[src/rtl/systolic_feed_ctrl_pkg.sv]
`default_nettype none
// +----------------------------------------------------------------------------+
// | systolic_feed_ctrl_pkg : shared types and sizing helpers for the feed ctrl |
// | Revision: 1.0                                                              |
// +----------------------------------------------------------------------------+
package systolic_feed_ctrl_pkg;

    localparam int DEF_N     = 4;
    localparam int DEF_AW    = 2;
    localparam int FEED_LEN  = 2 * DEF_N - 1;
    localparam int DRAIN_LEN = DEF_N;

    typedef enum logic [2:0] {
        ST_IDLE  = 3'd0,
        ST_CLEAR = 3'd1,
        ST_FEED  = 3'd2,
        ST_DRAIN = 3'd3,
        ST_DONE  = 3'd4
    } state_e;

    function automatic int feed_len(input int n);
        return 2 * n - 1;
    endfunction

    function automatic int drain_len(input int n);
        return n;
    endfunction

    // Bits needed to count 0..n-1, never less than one.
    function automatic int cnt_w(input int n);
        return (n <= 2) ? 1 : $clog2(n);
    endfunction

endpackage

`default_nettype wire

[src/rtl/systolic_feed_ctrl_if.sv]
`default_nettype none
// +----------------------------------------------------------------------------+
// | systolic_feed_ctrl_if : command handshake and skewed operand-feed bundle   |
// | Revision: 1.0                                                              |
// +----------------------------------------------------------------------------+
interface systolic_feed_ctrl_if #(
    parameter int N  = 4,
    parameter int AW = 2
);
    logic            start;
    logic            busy;
    logic            done;
    logic            pe_clr;
    logic [N-1:0]    a_rd_en;
    logic [N*AW-1:0] a_rd_addr;
    logic [N-1:0]    b_rd_en;
    logic [N*AW-1:0] b_rd_addr;
    logic [N-1:0]    a_vld;
    logic [N-1:0]    b_vld;

    // master = the sequencer, slave = host plus array-edge consumers
    modport master (
        input  start,
        output busy, done, pe_clr,
        output a_rd_en, a_rd_addr, b_rd_en, b_rd_addr, a_vld, b_vld
    );

    modport slave (
        output start,
        input  busy, done, pe_clr,
        input  a_rd_en, a_rd_addr, b_rd_en, b_rd_addr, a_vld, b_vld
    );
endinterface

`default_nettype wire

[src/rtl/systolic_feed_ctrl_skew_lane_gen.sv]
`default_nettype none
// +----------------------------------------------------------------------------+
// | skew_lane_gen : one diagonally skewed read lane plus its data-valid stage  |
// | Revision: 1.0                                                              |
// +----------------------------------------------------------------------------+
module skew_lane_gen #(
    parameter int N    = 4,
    parameter int AW   = 2,
    parameter int TW   = 3,
    parameter int LANE = 0
) (
    input  logic          clk,
    input  logic          rst_n,
    input  logic [TW-1:0] t_i,
    input  logic          feed_i,
    output logic          rd_en_o,
    output logic [AW-1:0] rd_addr_o,
    output logic          vld_o
);
    localparam logic [TW:0] C_LANE = (TW+1)'(LANE);
    localparam logic [TW:0] C_N    = (TW+1)'(N);

    logic [TW:0]   diff;
    logic          en_d;
    logic [AW-1:0] addr_d;
    logic          rd_en_q;
    logic [AW-1:0] addr_q;
    logic          vld_q;

    // One extra bit so t < LANE shows up as a set sign bit instead of wrapping.
    assign diff   = {1'b0, t_i} - C_LANE;
    assign en_d   = feed_i && !diff[TW] && (diff < C_N);
    assign addr_d = en_d ? diff[AW-1:0] : '0;

    always_ff @(posedge clk or negedge rst_n) begin
        if (!rst_n) begin
            rd_en_q <= 1'b0;
            addr_q  <= '0;
            vld_q   <= 1'b0;
        end else begin
            rd_en_q <= en_d;
            addr_q  <= addr_d;
            vld_q   <= rd_en_q;
        end
    end

    assign rd_en_o   = rd_en_q;
    assign rd_addr_o = addr_q;
    assign vld_o     = vld_q;

endmodule

`default_nettype wire

[src/rtl/systolic_feed_ctrl.sv]
`default_nettype none
// +----------------------------------------------------------------------------+
// | systolic_feed_ctrl : tile sequencer (clear, skewed feed, drain, done)      |
// | Revision: 1.0                                                              |
// +----------------------------------------------------------------------------+
module systolic_feed_ctrl
    import systolic_feed_ctrl_pkg::*;
#(
    parameter int N  = DEF_N,
    parameter int AW = DEF_AW
) (
    input  logic                clk,
    input  logic                rst_n,
    systolic_feed_ctrl_if.master feed_if
);
    localparam int TW = cnt_w(feed_len(N));
    localparam int DW = cnt_w(drain_len(N));

    localparam logic [TW-1:0] C_T_LAST = TW'(feed_len(N) - 1);
    localparam logic [DW-1:0] C_D_LAST = DW'(drain_len(N) - 1);

    localparam logic [2:0] S_IDLE  = ST_IDLE;
    localparam logic [2:0] S_CLEAR = ST_CLEAR;
    localparam logic [2:0] S_FEED  = ST_FEED;
    localparam logic [2:0] S_DRAIN = ST_DRAIN;
    localparam logic [2:0] S_DONE  = ST_DONE;

    logic [2:0]      state_q, state_d;
    logic [TW-1:0]   t_q, t_d;
    logic [DW-1:0]   drain_q, drain_d;
    logic            busy_q, done_q, pe_clr_q;
    logic            feed_d;

    logic [N-1:0]    a_en, b_en, a_vld, b_vld;
    logic [N*AW-1:0] a_addr, b_addr;

    always_comb begin
        state_d = state_q;
        t_d     = t_q;
        drain_d = drain_q;
        case (state_q)
            S_IDLE: begin
                if (feed_if.start) state_d = S_CLEAR;
            end
            S_CLEAR: begin
                state_d = S_FEED;
                t_d     = '0;
            end
            S_FEED: begin
                if (t_q == C_T_LAST) begin
                    state_d = S_DRAIN;
                    drain_d = '0;
                end else begin
                    t_d = t_q + TW'(1);
                end
            end
            S_DRAIN: begin
                if (drain_q == C_D_LAST) state_d = S_DONE;
                else                     drain_d = drain_q + DW'(1);
            end
            S_DONE:  state_d = S_IDLE;
            default: state_d = S_IDLE;
        endcase
    end

    // Outputs are decoded from next state so every one of them comes from a flop.
    assign feed_d = (state_d == S_FEED);

    always_ff @(posedge clk or negedge rst_n) begin
        if (!rst_n) begin
            state_q  <= S_IDLE;
            t_q      <= '0;
            drain_q  <= '0;
            busy_q   <= 1'b0;
            done_q   <= 1'b0;
            pe_clr_q <= 1'b0;
        end else begin
            state_q  <= state_d;
            t_q      <= t_d;
            drain_q  <= drain_d;
            busy_q   <= (state_d != S_IDLE);
            done_q   <= (state_d == S_DONE);
            pe_clr_q <= (state_d == S_CLEAR);
        end
    end

    for (genvar i = 0; i < N; i++) begin : g_lane
        skew_lane_gen #(.N(N), .AW(AW), .TW(TW), .LANE(i)) u_a_lane (
            .clk       (clk),
            .rst_n     (rst_n),
            .t_i       (t_d),
            .feed_i    (feed_d),
            .rd_en_o   (a_en[i]),
            .rd_addr_o (a_addr[i*AW +: AW]),
            .vld_o     (a_vld[i])
        );

        skew_lane_gen #(.N(N), .AW(AW), .TW(TW), .LANE(i)) u_b_lane (
            .clk       (clk),
            .rst_n     (rst_n),
            .t_i       (t_d),
            .feed_i    (feed_d),
            .rd_en_o   (b_en[i]),
            .rd_addr_o (b_addr[i*AW +: AW]),
            .vld_o     (b_vld[i])
        );
    end

    assign feed_if.busy      = busy_q;
    assign feed_if.done      = done_q;
    assign feed_if.pe_clr    = pe_clr_q;
    assign feed_if.a_rd_en   = a_en;
    assign feed_if.a_rd_addr = a_addr;
    assign feed_if.b_rd_en   = b_en;
    assign feed_if.b_rd_addr = b_addr;
    assign feed_if.a_vld     = a_vld;
    assign feed_if.b_vld     = b_vld;

endmodule

`default_nettype wire
[src/flat_wrapper.sv]
// flat-port wrapper written by rule: the top's interface ports become plain ports
module systolic_feed_ctrl_flat import systolic_feed_ctrl_pkg::*;
#(
    parameter int N  = DEF_N,
    parameter int AW = DEF_AW
)
  (clk, rst_n, feed_if_start, feed_if_busy, feed_if_done, feed_if_pe_clr, feed_if_a_rd_en, feed_if_a_rd_addr, feed_if_b_rd_en, feed_if_b_rd_addr, feed_if_a_vld, feed_if_b_vld);
  systolic_feed_ctrl_if #(.N(N), .AW(AW)) feed_if_i ();
  input  logic clk;
  input  logic rst_n;
  input wire logic [$bits(feed_if_i.start)-1:0] feed_if_start;
  output wire logic [$bits(feed_if_i.busy)-1:0] feed_if_busy;
  output wire logic [$bits(feed_if_i.done)-1:0] feed_if_done;
  output wire logic [$bits(feed_if_i.pe_clr)-1:0] feed_if_pe_clr;
  output wire logic [$bits(feed_if_i.a_rd_en)-1:0] feed_if_a_rd_en;
  output wire logic [$bits(feed_if_i.a_rd_addr)-1:0] feed_if_a_rd_addr;
  output wire logic [$bits(feed_if_i.b_rd_en)-1:0] feed_if_b_rd_en;
  output wire logic [$bits(feed_if_i.b_rd_addr)-1:0] feed_if_b_rd_addr;
  output wire logic [$bits(feed_if_i.a_vld)-1:0] feed_if_a_vld;
  output wire logic [$bits(feed_if_i.b_vld)-1:0] feed_if_b_vld;
  assign feed_if_i.start = feed_if_start;
  assign feed_if_busy = feed_if_i.busy;
  assign feed_if_done = feed_if_i.done;
  assign feed_if_pe_clr = feed_if_i.pe_clr;
  assign feed_if_a_rd_en = feed_if_i.a_rd_en;
  assign feed_if_a_rd_addr = feed_if_i.a_rd_addr;
  assign feed_if_b_rd_en = feed_if_i.b_rd_en;
  assign feed_if_b_rd_addr = feed_if_i.b_rd_addr;
  assign feed_if_a_vld = feed_if_i.a_vld;
  assign feed_if_b_vld = feed_if_i.b_vld;
  systolic_feed_ctrl #(.N(N), .AW(AW)) u_core (.clk(clk), .rst_n(rst_n), .feed_if(feed_if_i));
endmodule
[config.mk]
export PLATFORM = sky130hd
export DESIGN_NAME = systolic_feed_ctrl_flat
export DESIGN_NICKNAME = d
export VERILOG_FILES = /design/src/rtl/systolic_feed_ctrl_pkg.sv /design/src/rtl/systolic_feed_ctrl_if.sv /design/src/rtl/systolic_feed_ctrl_skew_lane_gen.sv /design/src/rtl/systolic_feed_ctrl.sv /design/src/flat_wrapper.sv
export SDC_FILE = /design/constraint.sdc
export NUM_CORES = 1
export LEC_CHECK = 0
export CORE_MARGIN = 5
export CORE_UTILIZATION = 30
export DETAILED_ROUTE_END_ITERATION = 12
export PLACE_DENSITY = 0.64
export SETUP_SLACK_MARGIN = 0.1
export SYNTH_ARGS = -nofsm -noshare
export SYNTH_HDL_FRONTEND = slang
export SYNTH_SLANG_ARGS = --single-unit
[constraint.sdc]
create_clock -name clk -period 2.2 [get_ports clk]
set_input_delay 0.66 -clock clk [delete_from_list [all_inputs] [get_ports clk]]
set_output_delay 0.66 -clock clk [all_outputs]
set_load 0.1 [all_outputs]
==> results.yml <==
setup_path:
  worst_path_largest_cell_delay_ps: 450
  path_cells: "ha_2 -> and4bb_1 -> or2_4 -> o211ai_4 -> ha_2 -> nand2_1 -> or4_4 -> a21boi_2"
  startpoint_type: "register"
  worstReg2RegEnd: "u_core.g_lane[3].u_a_lane.rd_addr_o[1]$_DFF_PN0_"
  cp-end-kind: "register"
  cp_common_cell: "sky130_fd_sc_hd__ha_2"
  worstPathBufferInverterCount: 0
  critical_path.reg2reg.startpoint: "u_core.t_q[0]$_DFF_PN0_"
  worstPathArrival_ps: 2320
  worstSetupPathType: "register to register"
  ff2ff_setup_slack_ps: 80
  worstPathRequired_ps: 2400
  critical_path.max_fanout: 6
  worst_r2r_path_cells: 8
  crit_path_top_delay_cell: "sky130_fd_sc_hd__dfrtp_2"
  timing.critical_path.max_delay_family: "simple AND/OR/NAND/NOR gates"
timing:
  skew_ps: 4.273
  relSlewSlack: 0.7691
  fmax_ghz: 0.4710
  final_hold_viol_count: 0
  min_period_ps: 2123
  fin_crit_sh: 0.9651
  setup_tns_ps: 0
  worstMarginPinSlew_ps: 346.3
  slew_viol_final: 0
  setup_ws_ps: 76.80
  grt_setup_unrepaired: "yes"
  setup_viol_count_final: 0
logic_synthesis:
  netlist.area_leader.share: 0.4869
  yosysWarningCount: 0
  async_flop_share: 1.000
  synth_area_um2: 1388
  synthTopCellsByCount: "sky130_fd_sc_hd__dfrtp_1, sky130_fd_sc_hd__buf_4, sky130_fd_sc_hd__nor2_1, sky130_fd_sc_hd__inv_1, sky130_fd_sc_hd__ha_1"
  syn_nets: 143
  yosysTopAreaCell: "sky130_fd_sc_hd__dfrtp_1"
  number_of_flops_mapped_to_enable_cells_by_yosys: 0
  postSynthAreaPerCell_um2: 10.51
  yosysSeqAreaShare: 0.4869
  synth.top_cells.by_area: "sky130_fd_sc_hd__dfrtp_1, sky130_fd_sc_hd__buf_4, sky130_fd_sc_hd__ha_1, sky130_fd_sc_hd__nor2_1, sky130_fd_sc_hd__inv_1"
  synth_cell_type_count: 36
  synth_seq_cells: 27
  dominantRegCellSynth: "sky130_fd_sc_hd__dfrtp_1"
  synthCells: 132
  yosys.cell_count.top_type: "sky130_fd_sc_hd__dfrtp_1"
clocking:
  cts_inserted_buffers: 3
  cts.sink_count: 27
  cts_tree: "yes"
  insertion_delay_ps: 270
  max-clock-path-buffers: 2
  worst_setup_hold_path_clk_slew_ps: 90
  clock_tree.root_cell: "sky130_fd_sc_hd__clkbuf_8"
  cts_max_level: 1
global_routing:
  first_global_vias: 1093
  pin_count_of_the_biggest_net_entering_global_routing: 28
  grtUsageTotal: 0.09842
  antenna_found_initial: 0
  grt_remaining_overflow: 0
  global_route_wire_length_before_repair_um: 4919
placement:
  placed_cells_incl_taps: 202
  pre_cts_ws_ps: -19.06
  globalplace.congestion: 0.9035
  place.detailed.hpwl_um: 1992
  placement.io_buffers: 37
layout:
  areaGrowthSynthToFinish_pct: 36.25
  final_layout_size_suffix_gt1_frac: 0.5091
  register_area_um2: 680.7
  num_antenna_cells: 0
  filler_cell_count: 416
  multiInputGateArea_um2: 558.0
  final-instance-count-excl-fill: 217
  finish.net_count: 177
route:
  remaining_antenna_violation_count_after_routing: 0
  drt_first_pass_iters: 4
  via_per_instance_ratio: 4.687
  avgRoutedWirePerCell_um: 13.76
  detail_route.wirelength_um: 2987
  drcViolationCount: 0
  vias: 1017
  drt_iter0_markers: 39
hold_path:
  hold_path_startpoint: "u_core.g_lane[1].u_a_lane.rd_en_o$_DFF_PN0_"
  hold-path-cell-count: 0
  min_delay_worst_endpoint: "u_core.g_lane[1].u_a_lane.vld_o$_DFF_PN0_"
  holdCritPathClass: "register to register"
floorplanning:
  y_dimension_of_the_die_um: 78.01
  design.portCount: 38
  rows: 24
  initial_core_util: 0.3143
  core_region_area_um2: 4414
  dieWidth_um: 78.01
  die-area_um2: 6086
flow_run:
  cap_violations: 0
run_status:
  outcome: "finished clean"
==> cells by family (layout without fill, tap and decap cells) <==
| logic type | after synthesis | after routing | synth area share |
|---|---|---|---|
| compound gates | 21 | 21 | 0.1118 |
| fa+ha+maj | 8 | 8 | 0.07214 |
| mux | 1 | 1 | 0.008115 |
| simple gates | 38 | 38 | 0.1479 |
| buf+inv | 37 | 70 | 0.1731 |
| flops | 27 | 27 | 0.4869 |
==> per-stage QoR <==
stage	hold WS, ps	util	instance area, um^2
finish	405.4	0.4283	1891
global route	438.4	0.4283	1891
CTS	413.2	0.4079	1800
detailed placement	390.9	0.3787	1672
global placement	385.2	0.3787	1672
floorplan	364.4	-	1391
==> layer usage <==
layer | GRT usage | routed length (um) | vias up
met5 | 0 | 0 | -
met4 | 0.02365 | 8 | 0
met3 | 0.03318 | 235 | 2
met2 | 0.1870 | 1612 | 31
met1 | 0.1034 | 1130 | 499
li1 | - | - | 485
==> flip-flops by register name (all words and copies together), names as in the netlist <==
signal                            flops
u_core.g_lane.u_a_lane.rd_addr_o      8
u_core.g_lane.u_a_lane.rd_en_o        4
u_core.g_lane.u_a_lane.vld_o          4
u_core.state_q                        3
u_core.t_q                            3
u_core.drain_q                        2
u_core.feed_if.busy                   1
u_core.feed_if.done                   1
u_core.feed_if.pe_clr                 1
==> worst max-delay path by stage <==
stage                            start                                          endpoint  cells after the start
2_1_floorplan  u_core.t_q[0]$_DFF_PN0_  u_core.g_lane[3].u_a_lane.rd_addr_o[1]$_DFF_PN0_                      9
3_3_place_gp   u_core.t_q[0]$_DFF_PN0_  u_core.g_lane[3].u_a_lane.rd_addr_o[1]$_DFF_PN0_                     10
3_5_place_dp   u_core.t_q[0]$_DFF_PN0_  u_core.g_lane[3].u_a_lane.rd_addr_o[1]$_DFF_PN0_                      9
4_1_cts        u_core.t_q[0]$_DFF_PN0_  u_core.g_lane[3].u_a_lane.rd_addr_o[1]$_DFF_PN0_                     10
5_1_grt        u_core.t_q[1]$_DFF_PN0_  u_core.g_lane[3].u_a_lane.rd_addr_o[1]$_DFF_PN0_                      8
6_report       u_core.t_q[0]$_DFF_PN0_  u_core.g_lane[3].u_a_lane.rd_addr_o[1]$_DFF_PN0_                      8
==> timing repair <==
item,4_1_cts,5_1_grt
pin swaps,4,5
gates resized for setup,11,13
hold buffers,0,0
buffers inserted,6,5
setup endpoints to repair,4,6
==> cell type report <==
type	instances	share of cell area
Sequential cell	27	0.3600
Multi-Input combinational cell	68	0.2952
Timing Repair Buffer	56	0.2647
Tap cell	52	0.03441
Clock buffer	3	0.02184
Inverter	10	0.01985
Clock inverter	1	0.003971
==> cells in the final DEF, fill, tap and decap left out, types with 2 or more instances in the layout <==
| master | n |
|---|---|
| sky130_fd_sc_hd__nor3_1 | 2 |
| sky130_fd_sc_hd__dfrtp_1 | 23 |
| sky130_fd_sc_hd__o21ai_0 | 4 |
| sky130_fd_sc_hd__nand2_1 | 6 |
| sky130_fd_sc_hd__ha_2 | 4 |
| sky130_fd_sc_hd__buf_12 | 6 |
| sky130_fd_sc_hd__a21oi_4 | 2 |
| sky130_fd_sc_hd__nor3b_1 | 2 |
| sky130_fd_sc_hd__clkdlybuf4s50_1 | 2 |
| sky130_fd_sc_hd__inv_1 | 6 |
| sky130_fd_sc_hd__nor2_1 | 12 |
| sky130_fd_sc_hd__nand3_1 | 2 |
| sky130_fd_sc_hd__ha_1 | 3 |
| sky130_fd_sc_hd__clkbuf_8 | 3 |
| sky130_fd_sc_hd__dfrtp_2 | 4 |
| sky130_fd_sc_hd__a211oi_1 | 2 |
| sky130_fd_sc_hd__inv_2 | 4 |
| sky130_fd_sc_hd__a21oi_1 | 3 |
| sky130_fd_sc_hd__buf_4 | 48 |
| sky130_fd_sc_hd__nand2b_1 | 3 |
Power is not shown: default switching activity piles up to over one toggle a cycle in this logic, so the estimate is an artifact.
